**src/rtl/somador_pkg.sv**
```systemverilog
// Shared types for the somador arbiter: adder width, arbiter state and data word.
// Also holds the saturation helper used when SOMADOR_ARB_SAT_EN is defined.
package somador_pkg;

    localparam int SOM_W = 4;

    typedef enum logic [1:0] {
        IDLE,
        EXEC,
        DONE
    } som_arb_state_t;

    typedef logic [SOM_W-1:0] som_word_t;

    // Clamp the sum to all-ones whenever the adder overflowed.
    function automatic som_word_t sat_sum(
        input logic      cout,
        input som_word_t sum
    );
        return cout ? '1 : sum;
    endfunction

endpackage

```
**src/rtl/somador4.sv**
```systemverilog
// 4-bit adder: saida2 = low nibble of a+b+c, saida1 = carry-out.
// Ports: a, b (operands), c (carry-in), saida1 (carry-out), saida2 (sum).
module somador4 (
    input  logic [3:0] a,
    input  logic [3:0] b,
    input  logic       c,
    output logic       saida1,
    output logic [3:0] saida2
);

    assign {saida1, saida2} = {1'b0, a} + {1'b0, b} + {4'b0, c};

endmodule

```
**src/rtl/somador_rr_pick.sv**
```systemverilog
// Combinational round-robin picker: first set req bit searching upward from ptr.
// Ports: req_i, ptr_i in; win_oh_o (one-hot), win_idx_o, any_o out.
module somador_rr_pick
    import somador_pkg::*;
#(
    parameter int NREQ = 2,
    parameter int IW   = 1
) (
    input  logic [NREQ-1:0] req_i,
    input  logic [IW-1:0]   ptr_i,
    output logic [NREQ-1:0] win_oh_o,
    output logic [IW-1:0]   win_idx_o,
    output logic            any_o
);

    // One extra bit so ptr+k cannot overflow before the modulo wrap.
    logic [IW:0] cand;

    always_comb begin
        win_oh_o  = '0;
        win_idx_o = '0;
        any_o     = 1'b0;
        cand      = '0;
        for (int k = 0; k < NREQ; k++) begin
            cand = {1'b0, ptr_i} + (IW+1)'(k);
            if (cand >= (IW+1)'(NREQ)) begin
                cand = cand - (IW+1)'(NREQ);
            end
            if (!any_o && req_i[cand[IW-1:0]]) begin
                any_o     = 1'b1;
                win_idx_o = cand[IW-1:0];
            end
        end
        if (any_o) begin
            win_oh_o[win_idx_o] = 1'b1;
        end
    end

endmodule

```
**src/rtl/somador_arbiter.sv**
```systemverilog
// Round-robin arbiter sharing one somador4 among NREQ requesters (IDLE->EXEC->DONE).
// Ports: clk, reset (async low), req/op_a/op_b/op_c in; gnt, done, res_sum, res_cout, busy out.
// Optional macro SOMADOR_ARB_SAT_EN: saturate res_sum to 1111 on carry-out.
module somador_arbiter
    import somador_pkg::*;
#(
    parameter int NREQ = 2
) (
    input  logic                  clk,
    input  logic                  reset,
    input  logic [NREQ-1:0]       req,
    input  logic [SOM_W*NREQ-1:0] op_a,
    input  logic [SOM_W*NREQ-1:0] op_b,
    input  logic [NREQ-1:0]       op_c,
    output logic [NREQ-1:0]       gnt,
    output logic [NREQ-1:0]       done,
    output som_word_t             res_sum,
    output logic                  res_cout,
    output logic                  busy
);

    localparam int IW = (NREQ > 1) ? $clog2(NREQ) : 1;

    som_arb_state_t state_q, state_d;
    logic [IW-1:0]   ptr_q, ptr_d;
    logic [IW-1:0]   w_q, w_d;
    som_word_t       a_q, a_d;
    som_word_t       b_q, b_d;
    logic            c_q, c_d;
    logic [NREQ-1:0] gnt_q, gnt_d;
    logic [NREQ-1:0] done_q, done_d;
    som_word_t       sum_q, sum_d;
    logic            cout_q, cout_d;

    logic [NREQ-1:0] pick_oh;
    logic [IW-1:0]   pick_idx;
    logic            pick_any;
    som_word_t       add_sum;
    logic            add_cout;

    somador_rr_pick #(
        .NREQ(NREQ),
        .IW  (IW)
    ) u_pick (
        .req_i    (req),
        .ptr_i    (ptr_q),
        .win_oh_o (pick_oh),
        .win_idx_o(pick_idx),
        .any_o    (pick_any)
    );

    // The adder only ever sees the latched operands.
    somador4 u_add (
        .a     (a_q),
        .b     (b_q),
        .c     (c_q),
        .saida1(add_cout),
        .saida2(add_sum)
    );

    always_comb begin
        state_d = state_q;
        ptr_d   = ptr_q;
        w_d     = w_q;
        a_d     = a_q;
        b_d     = b_q;
        c_d     = c_q;
        gnt_d   = '0;
        done_d  = '0;
        sum_d   = sum_q;
        cout_d  = cout_q;
        unique case (state_q)
            IDLE: begin
                if (pick_any) begin
                    w_d     = pick_idx;
                    a_d     = op_a[SOM_W*int'(pick_idx) +: SOM_W];
                    b_d     = op_b[SOM_W*int'(pick_idx) +: SOM_W];
                    c_d     = op_c[pick_idx];
                    gnt_d   = pick_oh;
                    state_d = EXEC;
                end
            end
            EXEC: begin
`ifdef SOMADOR_ARB_SAT_EN
                sum_d = sat_sum(add_cout, add_sum);
`else
                sum_d = add_sum;
`endif
                cout_d       = add_cout;
                done_d[w_q]  = 1'b1;
                ptr_d        = (w_q == IW'(NREQ-1)) ? '0 : w_q + 1'b1;
                state_d      = DONE;
            end
            DONE: begin
                state_d = IDLE;
            end
            default: begin
                state_d = IDLE;
            end
        endcase
    end

    always_ff @(posedge clk or negedge reset) begin
        if (!reset) begin
            state_q <= IDLE;
            ptr_q   <= '0;
            w_q     <= '0;
            a_q     <= '0;
            b_q     <= '0;
            c_q     <= 1'b0;
            gnt_q   <= '0;
            done_q  <= '0;
            sum_q   <= '0;
            cout_q  <= 1'b0;
        end else begin
            state_q <= state_d;
            ptr_q   <= ptr_d;
            w_q     <= w_d;
            a_q     <= a_d;
            b_q     <= b_d;
            c_q     <= c_d;
            gnt_q   <= gnt_d;
            done_q  <= done_d;
            sum_q   <= sum_d;
            cout_q  <= cout_d;
        end
    end

    assign gnt      = gnt_q;
    assign done     = done_q;
    assign res_sum  = sum_q;
    assign res_cout = cout_q;
    assign busy     = (state_q != IDLE);

endmodule
```
**config.mk**
```make
export PLATFORM = sky130hd
export DESIGN_NAME = somador_arbiter
export DESIGN_NICKNAME = d
export VERILOG_FILES = /design/src/rtl/somador_pkg.sv /design/src/rtl/somador4.sv /design/src/rtl/somador_rr_pick.sv /design/src/rtl/somador_arbiter.sv
export SDC_FILE = /design/constraint.sdc
export NUM_CORES = 1
export LEC_CHECK = 0
export CAP_MARGIN = 20
export CORE_MARGIN = 2
export CORE_UTILIZATION = 43
export CTS_BUF_LIST = sky130_fd_sc_hd__clkbuf_2 sky130_fd_sc_hd__clkbuf_4 sky130_fd_sc_hd__clkbuf_8
export DETAILED_ROUTE_END_ITERATION = 6
export HOLD_SLACK_MARGIN = 0.08
export PLACE_DENSITY_LB_ADDON = 0.15
export SETUP_SLACK_MARGIN = 0.1
export SLEW_MARGIN = 20
export SYNTH_ARGS = -nofsm -noshare
export SYNTH_HDL_FRONTEND = slang
export SYNTH_SLANG_ARGS = --single-unit
```
**constraint.sdc**
```tcl
create_clock -name clk -period 1.55 [get_ports clk]
set_input_delay 0.2325 -clock clk [delete_from_list [all_inputs] [get_ports clk]]
set_output_delay 0.2325 -clock clk [all_outputs]
set_load 0.01 [all_outputs]
```
# After elaboration in Yosys (flattened, before gate mapping)
# Index checks and enable logic that the tools add are counted.
# word_totals
ff_bits	22
in_bits	22
output_inout_bits	10
word_cells	57
# classes
n_addsub	6
magnitude_cmp	8
n_eq_ne	2
shift	2
mux	22
n_reduce_logical	7
# op_table
operator	count
$shiftx A8 B4 Y4	2
$mux W1	15
$lt A1 B2 Y1 const B	4
$mux W2	4
$add A4 B4 Y5	1
$add A5 B1 Y5	1
$pmux W2 S2	1
$logic_and A1 B1 Y1	3
$add A1 B1 Y2 const B	1
$demux W1 S1	2
$eq A2 B1 Y1 const B	1
$ge A1 B1 Y1 const B	2
$ge A1 B2 Y1 const B	1
$ge A2 B2 Y1 const B	1
$logic_not A2 Y1	1
$ne A2 B2 Y1 const B	1
$reduce_and A2 Y1	1
$reduce_bool A2 Y1	1
$sub A1 B1 Y1 const B	2
$add A1 B1 Y1 const B	1
$logic_not A1 Y1	1

# Depth between registers and ports, before layout
# Gate-level depths: netlist of the first run.
# logic_depth
ltp_word	14
depth_mapped	5
ltp_nobuf	5

# Cells and area by module
# A second synthesis of the first run with hierarchy kept.
# hier_totals
cells_unflattened	80
area_unflattened_um2	1097.3
# modules_own_cells
module	n_inst	cells_each	area_each_um2	seq_area_each_um2
somador_arbiter	1	59	920.9	550.5
somador4	1	16	143.9	0.0
somador_rr_pick	1	5	32.5	0.0

# Worst setup path after synthesis of the first run
# Ideal clock, no wire load.
# synth_timing
path_type	register to register
from	register a_q[0]
to	register cout_q (netlist: res_cout)
setup_time_ps	124
t_arrival_ps	1588
t_required_ps	1426
path_slack_ps	-162
stages_incl_launch_ff	6
n_path_buf	0
synth_period_minus_slack_ps	1712
cell_sequence	dfrtp_1 -> fa_1 -> fa_1 -> a21o_1 -> a21oi_1 -> o21ai_1
# synth_between
elab_chain_cells	2
# synth_lines
element	line	source
start: declaration	somador_arbiter.sv:27	som_word_t a_q, a_d;
start signal: assignment	somador_arbiter.sv:108	a_q <= '0;
start signal: assignment	somador_arbiter.sv:119	a_q <= a_d;
$add A4 B4 Y5	somador4.sv:11	assign {saida1, saida2} = {1'b0, a} + {1'b0, b} + {4'b0, c};
$add A5 B1 Y5	somador4.sv:11	
end signal: assignment	somador_arbiter.sv:125	cout_q <= cout_d;
end: declaration	somador_arbiter.sv:33	logic cout_q, cout_d;
# Every way passes these cells.
# A chain may end at the register's enable or synchronous reset.

# Final worst setup path of the first run
# Ends and elaborated chain as after synthesis.

==> impl_metrics.env, run 1 <==
export IMPL_post_route_period_util_pct=107
export IMPL_grt_overflow=0
export IMPL_postLayoutCoreUtil_pct=68.1
export IMPL_worst_slew_pin_slew_ns=0.267
export IMPL_netlist_area_mm2=0.00104
export IMPL_dieArea_mm2=0.00282
export IMPL_grt_pass1_wl_mm=3.50
export IMPL_synth_cells=82
export IMPL_skew_ns=0.00308
export IMPL_yosysWarnings=0
export IMPL_critPathTopFamily="adder cells"
export IMPL_outcome="finished, violations left"
export IMPL_ys_top_cells_by_area="dfrtp_1 53%, a221o_1 8.7%, a21boi_0 5.8%"
export IMPL_synth_nets=109
export IMPL_grt_max_degree=23
export IMPL_end_kind="flip-flop"
export IMPL_drc=0
export IMPL_ant_nets=0
export IMPL_synthFlopType="dfrtp_1"
export IMPL_arrival_ns=1.86
export IMPL_slowest_stage="dfrtp_1"
export IMPL_synth_edf_count=0
export IMPL_violations="negative setup slack"
export IMPL_detail_route_wl_per_cell_um=14.0
export IMPL_cp_max_fo=2
export IMPL_nFillCells=179
export IMPL_worstSetupPathType="flip-flop to flip-flop"
export IMPL_p_leak_nw=0.755
export IMPL_num_rows=17
export IMPL_antenna_found_initial=0
export IMPL_hpwlAfterDp_mm=1.58
export IMPL_synth_seq_cells=22
export IMPL_core_area_mm2=0.00225
export IMPL_yosys_area_top_type="dfrtp_1"
export IMPL_maxSlewHeadroom_pct=82.2
export IMPL_dieHeight_um=53.1
export IMPL_first_pass_iters=2
export IMPL_synth_cell_types=29
export IMPL_grt_total_usage_pct=17.6
export IMPL_die_w_um=53.1
export IMPL_ys_seq_area_share_pct=53.1
export IMPL_cpMostUsedCell="fa_2"
export IMPL_path_cells="fa_2 > fa_2 > a21o_1 > a21oi_2 > o21ai_1"
export IMPL_n_antenna_cell=0
export IMPL_rr_endpoint="res_cout$_DFFE_PN0N_"
export IMPL_cts_root_buffer_cell="clkbuf_4"
export IMPL_cp_start_kind="flip-flop"
export IMPL_r2r_start="a_q[0]$_DFFE_PN0P_"
export IMPL_clkSlewWorstSetupHoldPaths_ns=0.13
export IMPL_setup_slack_ns=-0.105
export IMPL_critPathBufInv=0
export IMPL_hold_viol_final=0
export IMPL_area_delta_synth_final_pct=48.3
export IMPL_layout_min_cycle_time_ns=1.66
export IMPL_setup_tns_ns=-0.280
export IMPL_maxCapViolations=0
export IMPL_place_gp_congestion=0.782
export IMPL_cts_tree="yes"
export IMPL_num_vias=797
export IMPL_max_stage_delay_ns=0.42
export IMPL_initial_core_util_pct=45.9
export IMPL_insertion_delay_ns=0.31
export IMPL_ir_drop_mv=1.09
export IMPL_clockBufferDepth=2
export IMPL_netlist_top_cells_count="22 x dfrtp_1, 9 x a221o_1, 8 x a21boi_0, 4 x inv_1, 4 x nand2_1"
export IMPL_cts_sinks=22
export IMPL_first_iter_violations=2
export IMPL_synth_most_common_cell="dfrtp_1"
export IMPL_holdWs_ns=0.246
export IMPL_cp_required_ns=1.76
export IMPL_ios=32
export IMPL_hp_class="input port to asynchronous set/reset pin"
export IMPL_io_buffers=31
export IMPL_reg2reg_slack_ns=-0.11
export IMPL_setup_viol=3
export IMPL_synthArstFlopShare_pct=100
export IMPL_grt_pass1_vias=794
export IMPL_nets=149
export IMPL_viasPerCell=5.35
export IMPL_wl_mm=2.09
export IMPL_slew_viol_final=0
export IMPL_syn_avg_cell_area_um2=12.6
export IMPL_p_per_area_mw_per_mm2=2060
export IMPL_rsz0062_at_grt="yes"
export IMPL_htreeDepth=1
export IMPL_synth_top_area_share_pct=53.1
export IMPL_drive_gt1_share_pct=23.1
export IMPL_clock_fmax_ghz=0.604
export IMPL_cts_buffers=3
export IMPL_worstRegToRegCells=5
-- routing by layer --
| layer | share of wire [%] | up-vias | track usage [%] |
|---|---|---|---|
| met5 | 0 | - | 0 |
| met4 | 2.2 | 0 | 7.69 |
| met3 | 4.8 | 5 | 2.54 |
| met2 | 50 | 23 | 30.2 |
| met1 | 43 | 389 | 21.8 |
| li1 | - | 380 | - |
-- sequential cells by signal, indices dropped and copies added (netlist names), 2 cells and up --
name and count:
state_q 2, done 2, b_q 4, res_sum 4, a_q 4, gnt 2
-- metrics by stage --
stage / instance area (µm²) / worst slack, ns / power (mW) / instances
finish: 1540 / -0.105 / 3.16 / 149
global route: 1540 / -0.158 / 3.41 / 149
CTS: 1500 / -0.0873 / 3.12 / 149
detailed placement: 1380 / -0.146 / 2.48 / 139
global placement: 1380 / -0.0910 / 2.43 / 139
floorplan: 1040 / -0.0500 / 1.97 / 82
-- power breakdown --
part	internal (mW)	leakage, nW	switching (mW)
registers	0.843	0.275	0.193
clock network	0.261	0.0279	0.181
logic	0.985	0.452	0.700
total	2.09	0.755	1.07
-- cell families (layout without fill, tap and decap cells) --
group           after synthesis  after routing  share of synthesized area, %
compound gates               27             27                          21.5
flops                        22             22                          53.1
simple gates                 16             16                          9.90
buf+inv                       9             48                          4.95
fa+ha+maj                     5              5                          7.49
mux                           2              2                          2.17
xor+xnor                      1              1                         0.846
-- repair_timing --
| item | CTS | global route |
|---|---|---|
| hold buffers | 0 | 0 |
| pin swaps | 4 | 1 |
| endpoints found under the setup margin | 6 | 19 |
| setup buffers | 6 | 0 |
| resized for setup | 8 | 10 |
-- cell usage in the layout (no fill, tap or decap), drive strengths merged --
| master | instances |
|---|---|
| and4bb | 2 |
| nand2 | 4 |
| fa | 2 |
| or3 | 1 |
| o21ai | 2 |
| inv | 4 |
| or2 | 1 |
| dlygate4sd2 | 2 |
| a21boi | 9 |
| nand2b | 2 |
| and2 | 1 |
| a221oi | 1 |
| mux2 | 2 |
| xnor2 | 1 |
| o211ai | 1 |
| nor2 | 3 |
| o21bai | 1 |
| clkdlybuf4s15 | 1 |
| clkdlybuf4s50 | 22 |
| a221o | 9 |
| bufinv | 1 |
| dfrtp | 22 |
| and3 | 2 |
| a21oi | 2 |
| a21o | 2 |
| buf | 9 |
| ha | 3 |
| dlymetal6s2s | 6 |
| clkbuf | 3 |
-- final cells by class --
| cell class | count | area, µm² | share of cell area [%] |
|---|---|---|---|
| well taps | 28 | 35.0 | 2.28 |
| inverters | 4 | 15.0 | 0.977 |
| clock inverters | 1 | 30.0 | 1.95 |
| multi-input cells | 51 | 493 | 32.1 |
| repair buffers | 40 | 390 | 25.4 |
| flip-flops and latches | 22 | 551 | 35.8 |
| clock buffers | 3 | 22.5 | 1.47 |
-- worst max-delay path by stage --
stage | slack (ns) | from | cells past startpoint | end
2_1_floorplan | -0.05 | c_q$_DFFE_PN0P_ | 5 | res_cout$_DFFE_PN0N_
3_3_place_gp | -0.09 | c_q$_DFFE_PN0P_ | 5 | res_cout$_DFFE_PN0N_
3_5_place_dp | -0.15 | c_q$_DFFE_PN0P_ | 5 | res_cout$_DFFE_PN0N_
4_1_cts | -0.09 | a_q[0]$_DFFE_PN0P_ | 5 | res_cout$_DFFE_PN0N_
5_1_grt | -0.16 | a_q[0]$_DFFE_PN0P_ | 5 | res_sum[2]$_DFFE_PN0N_
6_report | -0.11 | a_q[0]$_DFFE_PN0P_ | 5 | res_cout$_DFFE_PN0N_
Power figures use the tool's default switching activity.
==> inputs of run 2 (changes only) <==
Settings changed: SKIP_LAST_GASP set to 1.
==> impl_metrics.env, run 2 (synthesis gave the netlist of run 1 again) <==
export IMPL_outcome="finished, violations left"
export IMPL_violations="negative setup slack"
export IMPL_ios=32
export IMPL_swShare_pct=33.8
export IMPL_ir_drop_mv=1.09
export IMPL_cts_buffers=3
export IMPL_clock_fmax_ghz=0.603
export IMPL_worstRegToRegCells=5
export IMPL_layout_min_cycle_time_ns=1.66
export IMPL_post_route_period_util_pct=107
export IMPL_grt_pass1_wl_mm=3.44
export IMPL_nets=149
export IMPL_viasPerCell=5.30
export IMPL_p_switching_mw=1.07
export IMPL_rsz0062_at_grt="yes"
export IMPL_first_iter_violations=1
export IMPL_finalPower_mw=3.17
export IMPL_p_clk_share_pct=13.9
export IMPL_cts_tree="yes"
export IMPL_cp_start_kind="flip-flop"
export IMPL_drc=0
export IMPL_dpl_worst_slack_ns=-0.146
export IMPL_comb_power_share_pct=53.4
export IMPL_dieArea_mm2=0.00282
export IMPL_drive_gt1_share_pct=23.1
export IMPL_num_rows=17
export IMPL_final_common_cell="clkdlybuf4s50_1"
export IMPL_area_delta_synth_final_pct=48.1
export IMPL_detail_route_wl_per_cell_um=14.0
export IMPL_worst_slew_pin_slew_ns=0.267
export IMPL_setup_slack_ns=-0.108
export IMPL_cts_sinks=22
export IMPL_n_antenna_cell=0
export IMPL_first_pass_iters=3
export IMPL_setup_viol=3
export IMPL_maxSlewHeadroom_pct=82.2
export IMPL_worstSetupPathType="flip-flop to flip-flop"
export IMPL_intPower_mw=2.10
export IMPL_slew_viol_final=0
export IMPL_skew_ns=0.00127
export IMPL_hpwlAfterDp_mm=1.58
export IMPL_htreeDepth=1
export IMPL_antenna_found_initial=0
export IMPL_final_area_mm2=0.00153
export IMPL_hold_viol_final=0
export IMPL_p_per_area_mw_per_mm2=2070
export IMPL_hp_class="input port to asynchronous set/reset pin"
export IMPL_io_buffers=31
export IMPL_layout_common_cells="24 x clkdlybuf4s50_1, 22 x dfrtp_1, 9 x a221o_1, 9 x buf_4, 8 x a21boi_0"
export IMPL_cp_required_ns=1.75
export IMPL_grt_total_usage_pct=17.2
export IMPL_initial_core_util_pct=45.9
export IMPL_arrival_ns=1.86
export IMPL_end_kind="flip-flop"
export IMPL_clkSlewWorstSetupHoldPaths_ns=0.12
export IMPL_die_w_um=53.1
export IMPL_dieHeight_um=53.1
export IMPL_grt_pass1_vias=788
export IMPL_p_leak_nw=0.736
export IMPL_cts_root_buffer_cell="clkbuf_4"
export IMPL_maxCapViolations=0
export IMPL_place_gp_congestion=0.782
export IMPL_dpl_cell_area_mm2=0.00138
export IMPL_core_area_mm2=0.00225
export IMPL_hold_buffers=0
export IMPL_insertion_delay_ns=0.31
export IMPL_clockBufferDepth=2
export IMPL_seq_power_share_pct=32.8
export IMPL_num_vias=790
export IMPL_ant_nets=0
export IMPL_wl_mm=2.08
export IMPL_nFillCells=185
export IMPL_cp_max_fo=2
export IMPL_grt_overflow=0
export IMPL_grt_max_degree=23
run 2: changes by cell type in the layout (fill, tap and decap cells not counted):
cell / change
clkdlybuf4s50_1: +2
dlymetal6s2s_1: -1
clkdlybuf4s15_1: -1
run 2: timing repair:
item                                    CTS  global route
setup buffers                             6             0
resized for setup                         5            10
endpoints found under the setup margin    6            18
pin swaps                                 4             0
run 2: critical path, cell delays in order, from the launching register on:
cell	delay, ns
dfrtp_1	0.42
fa_2	0.42
fa_2	0.35
a21o_1	0.17
a21oi_2	0.11
o21ai_1	0.07
run 2: final cells by class:
cell class | count | area [µm²] | share of cell area [%]
flip-flops and latches | 22 | 551 | 35.9
clock buffers | 3 | 22.5 | 1.47
inverters | 4 | 15.0 | 0.979
clock inverters | 1 | 30.0 | 1.96
well taps | 28 | 35.0 | 2.28
multi-input cells | 51 | 493 | 32.1
repair buffers | 40 | 388 | 25.3
run 2: path summary, 6_finish.rpt:
check | startpoint | endpoint | slack (ns)
max | a_q[0]$_DFFE_PN0P_ | res_cout$_DFFE_PN0N_ | -0.11
min | reset | done[1]$_DFF_PN0_ | 0.25
max reg2reg | a_q[0]$_DFFE_PN0P_ | res_cout$_DFFE_PN0N_ | -0.11
min reg2reg | w_q$_DFFE_PN0P_ | done[0]$_DFF_PN0_ | 0.44
max in group asynchronous | reset | a_q[2]$_DFFE_PN0P_ | 1.09
min in group clk | w_q$_DFFE_PN0P_ | done[0]$_DFF_PN0_ | 0.44
run 2: routing by layer:
layer | up-vias | GRT usage, % | share of wire (%)
met5 | - | 0 | 0
met4 | 0 | 6.41 | 2.0
met3 | 4 | 2.54 | 4.6
met2 | 22 | 30.6 | 51
met1 | 385 | 20.9 | 43
li1 | 379 | - | -
run 2: power groups by stage:
stage / Combinational [mW] / Sequential, mW / Clock (mW)
CTS: 1.63 / 1.02 / 0.446
detailed placement: 1.44 / 1.03 / 0
global route: 1.89 / 1.07 / 0.460
global placement: 1.41 / 1.02 / 0
finish: 1.69 / 1.04 / 0.440
floorplan: 0.932 / 1.04 / 0
run 2: through the flow:
step	util (%)	hold WS (ns)	std cells	TNS, ns
floorplan	-	-0.0631	82	-0.0991
global placement	61.0	0.420	139	-0.177
detailed placement	61.0	0.430	139	-0.400
CTS	66.0	0.253	149	-0.361
global route	68.0	0.264	149	-0.436
finish	68.0	0.249	149	-0.284
==> inputs of run 3 (changes only) <==
Settings changed: PLACE_DENSITY set to 0.78, PLACE_DENSITY_LB_ADDON 0.15 to unset, RECOVER_POWER set to 100.
==> impl_metrics.env, run 3 (synthesis gave the netlist of run 1 again) <==
export IMPL_htreeDepth=1
export IMPL_r2r_start="c_q$_DFFE_PN0P_"
export IMPL_outcome="finished, violations left"
export IMPL_first_iter_violations=10
export IMPL_io_buffers=31
export IMPL_num_rows=17
export IMPL_rsz0062_at_grt="yes"
export IMPL_intPower_mw=1.96
export IMPL_dieArea_mm2=0.00282
export IMPL_p_leak_nw=0.734
export IMPL_grt_total_usage_pct=17.6
export IMPL_worst_slew_pin_slew_ns=0.525
export IMPL_viasPerCell=5.30
export IMPL_maxSlewHeadroom_pct=65.0
export IMPL_grt_max_degree=23
export IMPL_cts_sinks=22
export IMPL_skew_ns=0.00765
export IMPL_dpl_worst_slack_ns=-0.124
export IMPL_cp_required_ns=1.76
export IMPL_cp_start_kind="flip-flop"
export IMPL_detail_route_wl_per_cell_um=14.3
export IMPL_ios=32
export IMPL_ir_drop_mv=1.15
export IMPL_seq_power_share_pct=34.2
export IMPL_wl_mm=2.11
export IMPL_clockBufferDepth=2
export IMPL_grt_overflow=0
export IMPL_cts_buffers=3
export IMPL_initial_core_util_pct=45.9
export IMPL_grt_pass1_wl_mm=3.53
export IMPL_reg2reg_slack_ns=-0.1
export IMPL_insertion_delay_ns=0.31
export IMPL_layout_min_cycle_time_ns=1.65
export IMPL_post_route_period_util_pct=106
export IMPL_hpwlAfterDp_mm=1.53
export IMPL_area_delta_synth_final_pct=45.5
export IMPL_end_kind="flip-flop"
export IMPL_die_w_um=53.1
export IMPL_cts_tree="yes"
export IMPL_slew_viol_final=0
export IMPL_comb_power_share_pct=57.5
export IMPL_ant_nets=0
export IMPL_drive_gt1_share_pct=23.3
export IMPL_core_area_mm2=0.00225
export IMPL_layout_common_cells="22 x dfrtp_1, 22 x clkdlybuf4s50_1, 9 x a221o_1"
export IMPL_clock_fmax_ghz=0.607
export IMPL_worstSetupPathType="flip-flop to flip-flop"
export IMPL_cts_root_buffer_cell="clkbuf_4"
export IMPL_num_vias=784
export IMPL_p_per_area_mw_per_mm2=2010
export IMPL_setup_slack_ns=-0.0966
export IMPL_hp_class="input port to asynchronous set/reset pin"
export IMPL_violations="negative setup slack"
export IMPL_nets=149
export IMPL_p_clk_share_pct=8.3
export IMPL_dieHeight_um=53.1
export IMPL_swShare_pct=35.4
export IMPL_arrival_ns=1.85
export IMPL_n_antenna_cell=0
export IMPL_worstRegToRegCells=5
export IMPL_clkSlewWorstSetupHoldPaths_ns=0.11
export IMPL_nFillCells=177
export IMPL_cp_max_fo=2
export IMPL_antenna_found_initial=0
export IMPL_place_inst=139
export IMPL_maxCapViolations=0
export IMPL_setup_viol=3
export IMPL_place_gp_congestion=0.814
export IMPL_drc=0
export IMPL_first_pass_iters=4
export IMPL_hold_viol_final=0
export IMPL_grt_pass1_vias=817
export IMPL_rr_endpoint="res_cout$_DFFE_PN0N_"
export IMPL_postLayoutCoreUtil_pct=66.9
export IMPL_stdcell_count=148
export IMPL_p_switching_mw=1.07
## run 3: worst max-delay path by stage
stage                        from              endpoint  slack (ns)  cells after the start
2_1_floorplan     c_q$_DFFE_PN0P_  res_cout$_DFFE_PN0N_       -0.05                      5
3_3_place_gp      c_q$_DFFE_PN0P_  res_cout$_DFFE_PN0N_       -0.09                      5
3_5_place_dp      c_q$_DFFE_PN0P_  res_cout$_DFFE_PN0N_       -0.12                      5
4_1_cts        a_q[0]$_DFFE_PN0P_  res_cout$_DFFE_PN0N_       -0.08                      5
5_1_grt           c_q$_DFFE_PN0P_  res_cout$_DFFE_PN0N_       -0.14                      5
6_report          c_q$_DFFE_PN0P_  res_cout$_DFFE_PN0N_        -0.1                      5
## run 3: power groups by stage
stage	clock, mW	combinational [mW]	sequential [mW]
2_1_floorplan	0	0.932	1.04
4_1_cts	0.256	1.65	1.03
6_report	0.251	1.74	1.04
5_1_grt	0.284	1.91	1.07
3_3_place_gp	0	1.40	1.02
3_5_place_dp	0	1.45	1.02
## run 3: final cells by class
| type | instances | area (µm²) | share of cell area (%) |
|---|---|---|---|
| inverter | 4 | 15.0 | 0.996 |
| clock buffer | 3 | 22.5 | 1.49 |
| multi-input combinational | 51 | 497 | 32.9 |
| sequential | 22 | 551 | 36.5 |
| timing repair buffer | 40 | 388 | 25.7 |
| tap | 28 | 35.0 | 2.32 |
## run 3: timing repair
action,in CTS,in global routing
hold buffers,0,0
buffers inserted,5,1
endpoints found under the setup margin,7,19
pin swaps,4,2
gates resized for setup,7,10
## run 3: worst max-delay path: stages (launching register included)
cell and delay, ns:
dfrtp_1 0.41, fa_2 0.41, fa_2 0.36, a21o_1 0.18
a21oi_2 0.12, o21ai_1 0.07
## run 3: metrics by stage
stage                     setup TNS, ns  instance area (µm²)  hold WS (ns)  power (mW)
after floorplan                 -0.0991                 1040       -0.0631        1.97
after detailed placement         -0.463                 1380         0.425        2.47
final                            -0.232                 1510         0.421        3.03
after global routing             -0.350                 1510         0.464        3.26
after CTS                        -0.270                 1470         0.272        2.93
after global placement           -0.180                 1380         0.422        2.42
## run 3: per-layer routing
layer | up-vias | GRT usage [%] | routed length (µm) | part of all wire [%]
li1 | 383 | - | - | -
met1 | 372 | 20.7 | 869 | 41
met2 | 25 | 31.0 | 1110 | 52
met3 | 4 | 2.54 | 103 | 4.9
met4 | 0 | 8.55 | 33 | 1.6
met5 | - | 0 | 0 | 0
